## config.mk

```make
export PLATFORM = sky130hd
export DESIGN_NAME = serial_adder
export DESIGN_NICKNAME = d
export VERILOG_FILES = /design/src/rtl/adder_pkg.sv /design/src/rtl/full_adder_bit.sv /design/src/rtl/serial_adder.sv
export SDC_FILE = /design/constraint.sdc
export NUM_CORES = 1
export LEC_CHECK = 0
export BUFFER_PORTS_ARGS = -buffer_cell sky130_fd_sc_hd__buf_2
export CAP_MARGIN = 5
export CORE_ASPECT_RATIO = 2
export CORE_UTILIZATION = 45
export DETAILED_ROUTE_END_ITERATION = 10
export PLACE_DENSITY = 0.74
export SLEW_MARGIN = 20
export SYNTH_ARGS = -nofsm -noshare
export SYNTH_HDL_FRONTEND = slang
export SYNTH_HIERARCHICAL = 1
export SYNTH_SLANG_ARGS = --single-unit
```

## constraint.sdc

```tcl
create_clock -name clk -period 2.9 [get_ports clk]
set_input_delay 0.145 -clock clk [delete_from_list [all_inputs] [get_ports clk]]
set_output_delay 0.145 -clock clk [all_outputs]
set_load 0.05 [all_outputs]
```

## src/rtl/adder_pkg.sv

```systemverilog
// Shared definitions for the bit-serial adder: FSM state encoding and legal operand widths.
package adder_pkg;

  typedef enum logic [1:0] {
    StIdle = 2'd0,
    StRun  = 2'd1,
    StDone = 2'd2
  } state_e;

  localparam int unsigned WidthMin = 2;
  localparam int unsigned WidthMax = 32;

endpackage

```

## src/rtl/full_adder_bit.sv

```systemverilog
// Purely combinational 1-bit full adder cell.
module full_adder_bit (
  input  logic a,
  input  logic b,
  input  logic cin,
  output logic s,
  output logic co
);

  assign s  = a ^ b ^ cin;
  assign co = (a & b) | (cin & (a ^ b));

endmodule

```

## src/rtl/serial_adder.sv

```systemverilog
// Bit-serial adder: one full-adder cell plus a carry flop, LSB first, WIDTH cycles per addition.
module serial_adder
  import adder_pkg::*;
#(
  parameter int unsigned WIDTH = 8
) (
  input  logic             clk,
  input  logic             rst,
  input  logic             start,
  input  logic [WIDTH-1:0] a,
  input  logic [WIDTH-1:0] b,
  input  logic             cin,
  output logic             busy,
  output logic             done,
  output logic [WIDTH-1:0] sum,
  output logic             cout
);

  localparam int unsigned CntW = $clog2(WIDTH);
  localparam logic [CntW-1:0] CntLast = CntW'(WIDTH - 1);

  if (WIDTH < WidthMin || WIDTH > WidthMax) begin : gen_width_check
    $error("serial_adder: WIDTH out of range");
  end

  state_e          state;
  logic [WIDTH-1:0] sa;
  logic [WIDTH-1:0] sb;
  logic [WIDTH-1:0] ps;
  logic             carry;
  logic [CntW-1:0]  cnt;
  logic             fa_sum;
  logic             fa_cout;

  // ps[0] is always shifted out before it could be observed.
  logic unused_ps_lsb;
  assign unused_ps_lsb = ps[0];

  full_adder_bit u_fa (
    .a  (sa[0]),
    .b  (sb[0]),
    .cin(carry),
    .s  (fa_sum),
    .co (fa_cout)
  );

  always_ff @(posedge clk or posedge rst) begin
    if (rst) begin
      state <= StIdle;
      sa    <= '0;
      sb    <= '0;
      ps    <= '0;
      carry <= 1'b0;
      cnt   <= '0;
      busy  <= 1'b0;
      done  <= 1'b0;
      sum   <= '0;
      cout  <= 1'b0;
    end else begin
      busy <= 1'b0;
      done <= 1'b0;
      unique case (state)
        StIdle, StDone: begin
          if (start) begin
            sa    <= a;
            sb    <= b;
            carry <= cin;
            cnt   <= '0;
            ps    <= '0;
            busy  <= 1'b1;
            state <= StRun;
          end else begin
            state <= StIdle;
          end
        end
        StRun: begin
          // Result bits enter at the MSB so the LSB lands at bit 0 after WIDTH shifts.
          ps    <= {fa_sum, ps[WIDTH-1:1]};
          carry <= fa_cout;
          sa    <= {1'b0, sa[WIDTH-1:1]};
          sb    <= {1'b0, sb[WIDTH-1:1]};
          cnt   <= cnt + 1'b1;
          if (cnt == CntLast) begin
            sum   <= {fa_sum, ps[WIDTH-1:1]};
            cout  <= fa_cout;
            done  <= 1'b1;
            state <= StDone;
          end else begin
            busy <= 1'b1;
          end
        end
        default: state <= StIdle;
      endcase
    end
  end

endmodule
```

; Word level (Yosys, flattened, before mapping)
; Cells that the tools add are included.
[totals]
reg_bits = 41
in_bits = 20
output_inout_bits = 11
word_cells = 44
[op_classes]
add_sub_neg = 1
eq_ne = 5
n_mux = 18
bitwise = 5
n_reduce_logical = 5
[op_table]
columns = operator, n
row1 = 8-bit case mux with 2 select lines, 3
row2 = 8-bit two-way mux, 3
row3 = 1-bit two-way mux, 6
row4 = 3-bit case mux with 2 select lines, 1
row5 = "2-bit != test, second input constant", 2
row6 = 1-bit case mux with 2 select lines, 2
row7 = 2-bit case mux with 2 select lines, 1
row8 = 2-bit AND reduction, 2
row9 = "3-bit by 1-bit adder with 3-bit output, second input constant", 1
row10 = "3-bit equality test, second input constant", 1
row11 = 3-bit two-way mux, 1
row12 = 1-bit bitwise AND, 2
row13 = "2-bit by 1-bit equality test with 1-bit output, second input constant", 1
row14 = "2-bit equality test, second input constant", 1
row15 = 2-bit logical NOT, 1
row16 = 2-bit two-way mux, 1
row17 = 2-bit nonzero test, 1
row18 = 2-bit OR reduction, 1
row19 = 1-bit bitwise XOR, 2
row20 = 1-bit OR, 1

; Depth between registers and ports, before layout
[logic_depth]
depth_word = 4
depth_mapped = 5

; Modules after synthesis
; Netlist, hierarchy kept.
[by_module_without_submodules]
columns = mod, instances, cells_each, area_per_inst_um2, seq_area_each_um2
row1 = serial_adder, 1, 165, 1875.5, 1001.0
row2 = full_adder_bit, 1, 1, 20.0, 0.0

; Least setup slack after synthesis
; Ideal clock, no wire load.
[synth_path]
path_kind = reg-to-reg
from = reg cnt[0]
to = reg sum[0]
setup_ps = 125
arrival_ps = 1250
slack_ps = 1525
path_stages_with_launch = 6
period_less_slack_ps = 1375
path_cell_list = dfrtp_1 -> ha_1 -> ha_1 -> nand2_4 -> inv_6 -> mux2_4
[synth_between]
elab_chain_cells = 2
[synth_lines]
columns = element, line
row1 = from (decl), serial_adder.sv:31  ; logic [CntW-1:0] cnt;
row2 = from (signal assigned), serial_adder.sv:82  ; cnt <= cnt + 1'b1;
row3 = 3-bit equality test, serial_adder.sv:83  ; if (cnt == CntLast) begin
row4 = 2-bit AND reduction (no source line), --
row5 = to (signal assigned), serial_adder.sv:84  ; sum <= {fa_sum, ps[WIDTH-1:1]};
row6 = to (decl), serial_adder.sv:15  ; output logic [WIDTH-1:0] sum,
; Every way passes these cells.
; A chain may end at the register's enable or synchronous reset.

; Final worst setup path
[layout_path]
from = reg state[1]
to = reg sum[0]
[layout_between]
elab_chain_cells = 2
[layout_lines]
columns = element, line
row1 = from (decl), serial_adder.sv:26  ; state_e state;
row2 = from (signal assigned), serial_adder.sv:49  ; state <= StIdle;
row3 = from (signal assigned), serial_adder.sv:71  ; state <= StRun;
row4 = from (signal assigned), serial_adder.sv:73  ; state <= StIdle;
row5 = 2-bit by 1-bit equality test with 1-bit output, serial_adder.sv:62  ; unique case (state)
row6 = 2-bit AND reduction (no source line), --
; Every way passes these cells.

==> insert_results.sql <==
INSERT INTO impl_metrics (metric_group, metric, value, unit) VALUES
('status', 'outcome', 'finished, final reports clean', ''),
('place', 'place_congestion', '0.782', ''),
('global_routing', 'grt_max_degree', '41', ''),
('clock_tree', 'cts_buffer_count', '5', ''),
('critical_path', 'cp_top_family', 'flip-flops', ''),
('sta', 'fmax', '554', 'MHz'),
('die', 'core_region_area', '0.00405', 'mm2'),
('detailed_routing', 'detailedRoute.firstIterationViolations', '22', ''),
('clock_tree', 'tritoncts_num_sinks', '40', ''),
('clock_tree', 'clock-root-buffer', 'sky130_fd_sc_hd__clkbuf_8', ''),
('place', 'dpl.hpwl', '2280', 'um'),
('detailed_routing', 'detail_route.drc_violations', '0', ''),
('layout', 'layout.nets', '217', ''),
('detailed_routing', 'drt_pre_antenna_iters', '4', ''),
('critical_path', 'worst_path_largest_cell_delay', '0.68', 'ns'),
('synth', 'synth-main-ff-cell', 'sky130_fd_sc_hd__dfrtp_1', ''),
('power_and_ir_drop', 'cellLeakagePower', '1.03', 'nW'),
('die', 'dieHeight', '93.8', 'um'),
('critical_path', 'worstPathRequired', '3.07', 'ns'),
('sta', 'fin_tns_setup', '0', 'ns'),
('sta', 'timing.final.crit_period', '1.80', 'ns'),
('sta', 'fin_worst_skew', '0.00494', 'ns'),
('sta', 'rsz0062_at_grt', 'false', ''),
('clock_tree', 'cts_max_level', '2', ''),
('critical_path', 'crit_arrival', '1.98', 'ns'),
('power_and_ir_drop', 'vdd_drop_max', '620', 'uV'),
('layout', 'n_antenna_cell', '0', ''),
('synth', 'synthArstFlopShare', '1.00', ''),
('critical_path', 'worstReg2RegStart', 'state[1]', ''),
('sta', 'period_share', '0.622', ''),
('critical_path', 'timing.critical_path.cells', 'nor2b_4 > nand2_4 > inv_6 > mux2_4', ''),
('global_routing', 'grt-ovfl-total', '0', ''),
('critical_path', 'crit_path_start', 'state[1]', ''),
('sta', 'worst-slew-pin-transition', '0.805', 'ns'),
('clock_tree', 'post-cts-setup-buffer-count', '0', ''),
('global_routing', 'global_route_wire_length_before_repair', '5510', 'um'),
('synth', 'synth_edf_count', '0', ''),
('global_routing', 'number_of_antenna_violations_at_the_first_check_in_global_routing', '0', ''),
('sta', 'setup_viol', '0', ''),
('synth', 'synth_area_per_cell', '11.4', 'um2'),
('power_and_ir_drop', 'p_per_area', '1160', 'mW/mm2'),
('layout', 'layout-area-overhead-vs-synth', '15.7', '%'),
('synth', 'register_bit_count_reported_by_yosys', '40', ''),
('synth', 'netlist-cell-type-count', '29', ''),
('sta', 'final_critical_path_setup_slack', '1.10', 'ns'),
('hold_path', 'hold_class', 'primary input to flop', ''),
('synth', 'syn-num-nets', '189', ''),
('detailed_routing', 'routed_wire_length_per_instance', '13.7', 'um'),
('critical_path', 'worst-path-buf-inv', '1', ''),
('critical_path', 'path_class', 'flop to flop', ''),
('sta', 'max_slew_margin', '0.463', ''),
('die', 'std_cell_rows', '33', ''),
('detailed_routing', 'detail_route.wirelength', '3380', 'um'),
('clock_tree', 'tritoncts', 'done', ''),
('critical_path', 'start_kind', 'flop', ''),
('hold_path', 'hold_path_startpoint', 'a[6]', ''),
('clock_tree', 'postCtsResizedCells', '0', ''),
('critical_path', 'worst-path-max-fanout', '19', ''),
('critical_path', 'master_of_the_slowest_instance_on_the_critical_path', 'sky130_fd_sc_hd__dfrtp_1', ''),
('layout', 'finish.instance_area', '0.00219', 'mm2'),
('die', 'io-pin-count', '31', ''),
('layout', 'post_route_cells_drive_above_1_share', '0.297', ''),
('clock_tree', 'clkTransAtPathRegs', '0.08', 'ns'),
('critical_path', 'cp-end-kind', 'flop', ''),
('sta', 'hold_violation_count_in_the_final_report', '0', ''),
('die', 'design.die.area', '0.00449', 'mm2'),
('die', 'die_width', '47.9', 'um'),
('die', 'start_util', '0.468', ''),
('place', 'placed_area', '0.00206', 'mm2'),
('clock_tree', 'clock_path_buffers', '2', ''),
('clock_tree', 'clkLatencyLatePin', '0.29', 'ns'),
('global_routing', 'grt_use_total', '0.170', ''),
('synth', 'netlist_instances', '166', ''),
('sta', 'maxSlewViolCount', '0', ''),
('detailed_routing', 'route.antenna.remaining_nets', '0', ''),
('synth', 'synth-warning-count', '6', ''),
('run', 'cap_violations', '0', ''),
('place', 'io_buffer_count', '30', ''),
('detailed_routing', 'dr_total_vias', '1291', ''),
('synth', 'synth.cell_area', '0.00190', 'mm2'),
('global_routing', 'grt_pass1_vias', '1258', ''),
('synth', 'fraction_of_the_yosys_area_taken_by_sequential_cells', '0.528', ''),
('place', 'dp_slack', '1.10', 'ns'),
('detailed_routing', 'route.detailed.vias_per_inst', '5.23', '');
synthesized netlist by cell type, drive strengths merged (8+ instances only):
| cell | n | area share |
|---|---|---|
| buf | 9 | 0.029 |
| dfrtp | 40 | 0.53 |
| mux2 | 15 | 0.11 |
| mux2i | 8 | 0.042 |
| nand2 | 14 | 0.032 |
| nand2b | 9 | 0.030 |
| nor2 | 8 | 0.016 |
| nor2b | 8 | 0.030 |
| o21ai | 10 | 0.026 |
registers in the layout, indices dropped and copies added (netlist names):
register  cells
sb            8
ps            7
busy          1
done          1
cout          1
state         2
sa            8
carry         1
cnt           3
sum           8
final timing paths:
path | end | slack, ns | cells after the start
max reg2reg | sum[0] | 1.10 | 4
max in group asynchronous | sum[1] | 2.02 | 4
min | sa[6] | 0.07 | 3
min reg2reg | sum[4] | 0.50 | 1
min in group asynchronous | sa[2] | 0.52 | 4
max | sum[0] | 1.10 | 4
power by group:
part           switching [W]  internal [W]  leakage (nW)
Sequential          0.000200      0.000811         0.496
Combinational       0.000589      0.000455         0.472
Clock               0.000188      0.000304        0.0645
Total               0.000977       0.00157          1.03
cells in the final DEF, fill, tap and decap left out, types with 2 or more instances in the layout:
cell                       synthesis  layout
sky130_fd_sc_hd__buf_4             4       2
sky130_fd_sc_hd__nand2_1          13      13
sky130_fd_sc_hd__a22o_1            3       3
sky130_fd_sc_hd__nand2b_1          9       9
sky130_fd_sc_hd__mux2i_1           8       8
sky130_fd_sc_hd__ha_1              2       2
sky130_fd_sc_hd__a22oi_1           2       2
sky130_fd_sc_hd__a211oi_1          6       6
sky130_fd_sc_hd__buf_2             5      30
sky130_fd_sc_hd__a21oi_1           6       6
sky130_fd_sc_hd__o21ai_0          10      10
sky130_fd_sc_hd__mux2_2            6       6
sky130_fd_sc_hd__nand3_1           4       4
sky130_fd_sc_hd__dfrtp_1          40      40
sky130_fd_sc_hd__nor2b_1           7       7
sky130_fd_sc_hd__clkbuf_8          0       7
sky130_fd_sc_hd__mux2_4            9       9
sky130_fd_sc_hd__inv_1             2       2
sky130_fd_sc_hd__nor3_1            6       6
sky130_fd_sc_hd__o22ai_1           6       6
sky130_fd_sc_hd__nor2_1            8       8
layer usage:
metal | track usage | part of all wire | vias up
met3 | 0.0423 | 0.030 | 9
met4 | 0.0856 | 0.029 | 0
met1 | 0.217 | 0.43 | 626
met2 | 0.257 | 0.51 | 26
li1 | - | - | 630
met5 | 0 | 0 | -
worst reg2reg max path, stage by stage, from the launching register on:
cell,delay (ns)
sky130_fd_sc_hd__dfrtp_1,0.68
sky130_fd_sc_hd__nor2b_4,0.44
sky130_fd_sc_hd__nand2_4,0.15
sky130_fd_sc_hd__inv_6,0.12
sky130_fd_sc_hd__mux2_4,0.30
repair_timing:
item,in CTS,in global routing
hold endpoints to repair,40,0
setup endpoints to repair,0,0
hold buffers,1,0
cells by family after synthesis:
kind of cell	Yosys count	share of synthesized area
AOI/OAI and AO/OA	34	0.112
xor gates and xnor gates	1	0.00462
adders and majority gates	3	0.0238
buffers and inverters	15	0.0449
DFF	40	0.528
muxes	23	0.149
and+or+nand+nor	50	0.138
area by class of cell:
cell class,count,area [um2]
fillers,389,1850
repair buffers,33,175
flip-flops and latches,40,1000
clock buffers,7,96.3
well taps,52,65.1
multi-input cells,111,810
inverters,3,16.3
clock inverters,1,30.0
through the flow:
stage	hold slack, ns	total power [W]	util	std cells
after CTS	0.0788	0.00257	0.542	247
after global placement	0.294	0.00204	0.508	238
final	0.0736	0.00255	0.542	247
after global routing	0.0800	0.00272	0.542	247
after floorplan	0.273	0.00187	-	166
after detailed placement	0.294	0.00207	0.508	238
Power figures use the tool's default switching activity.
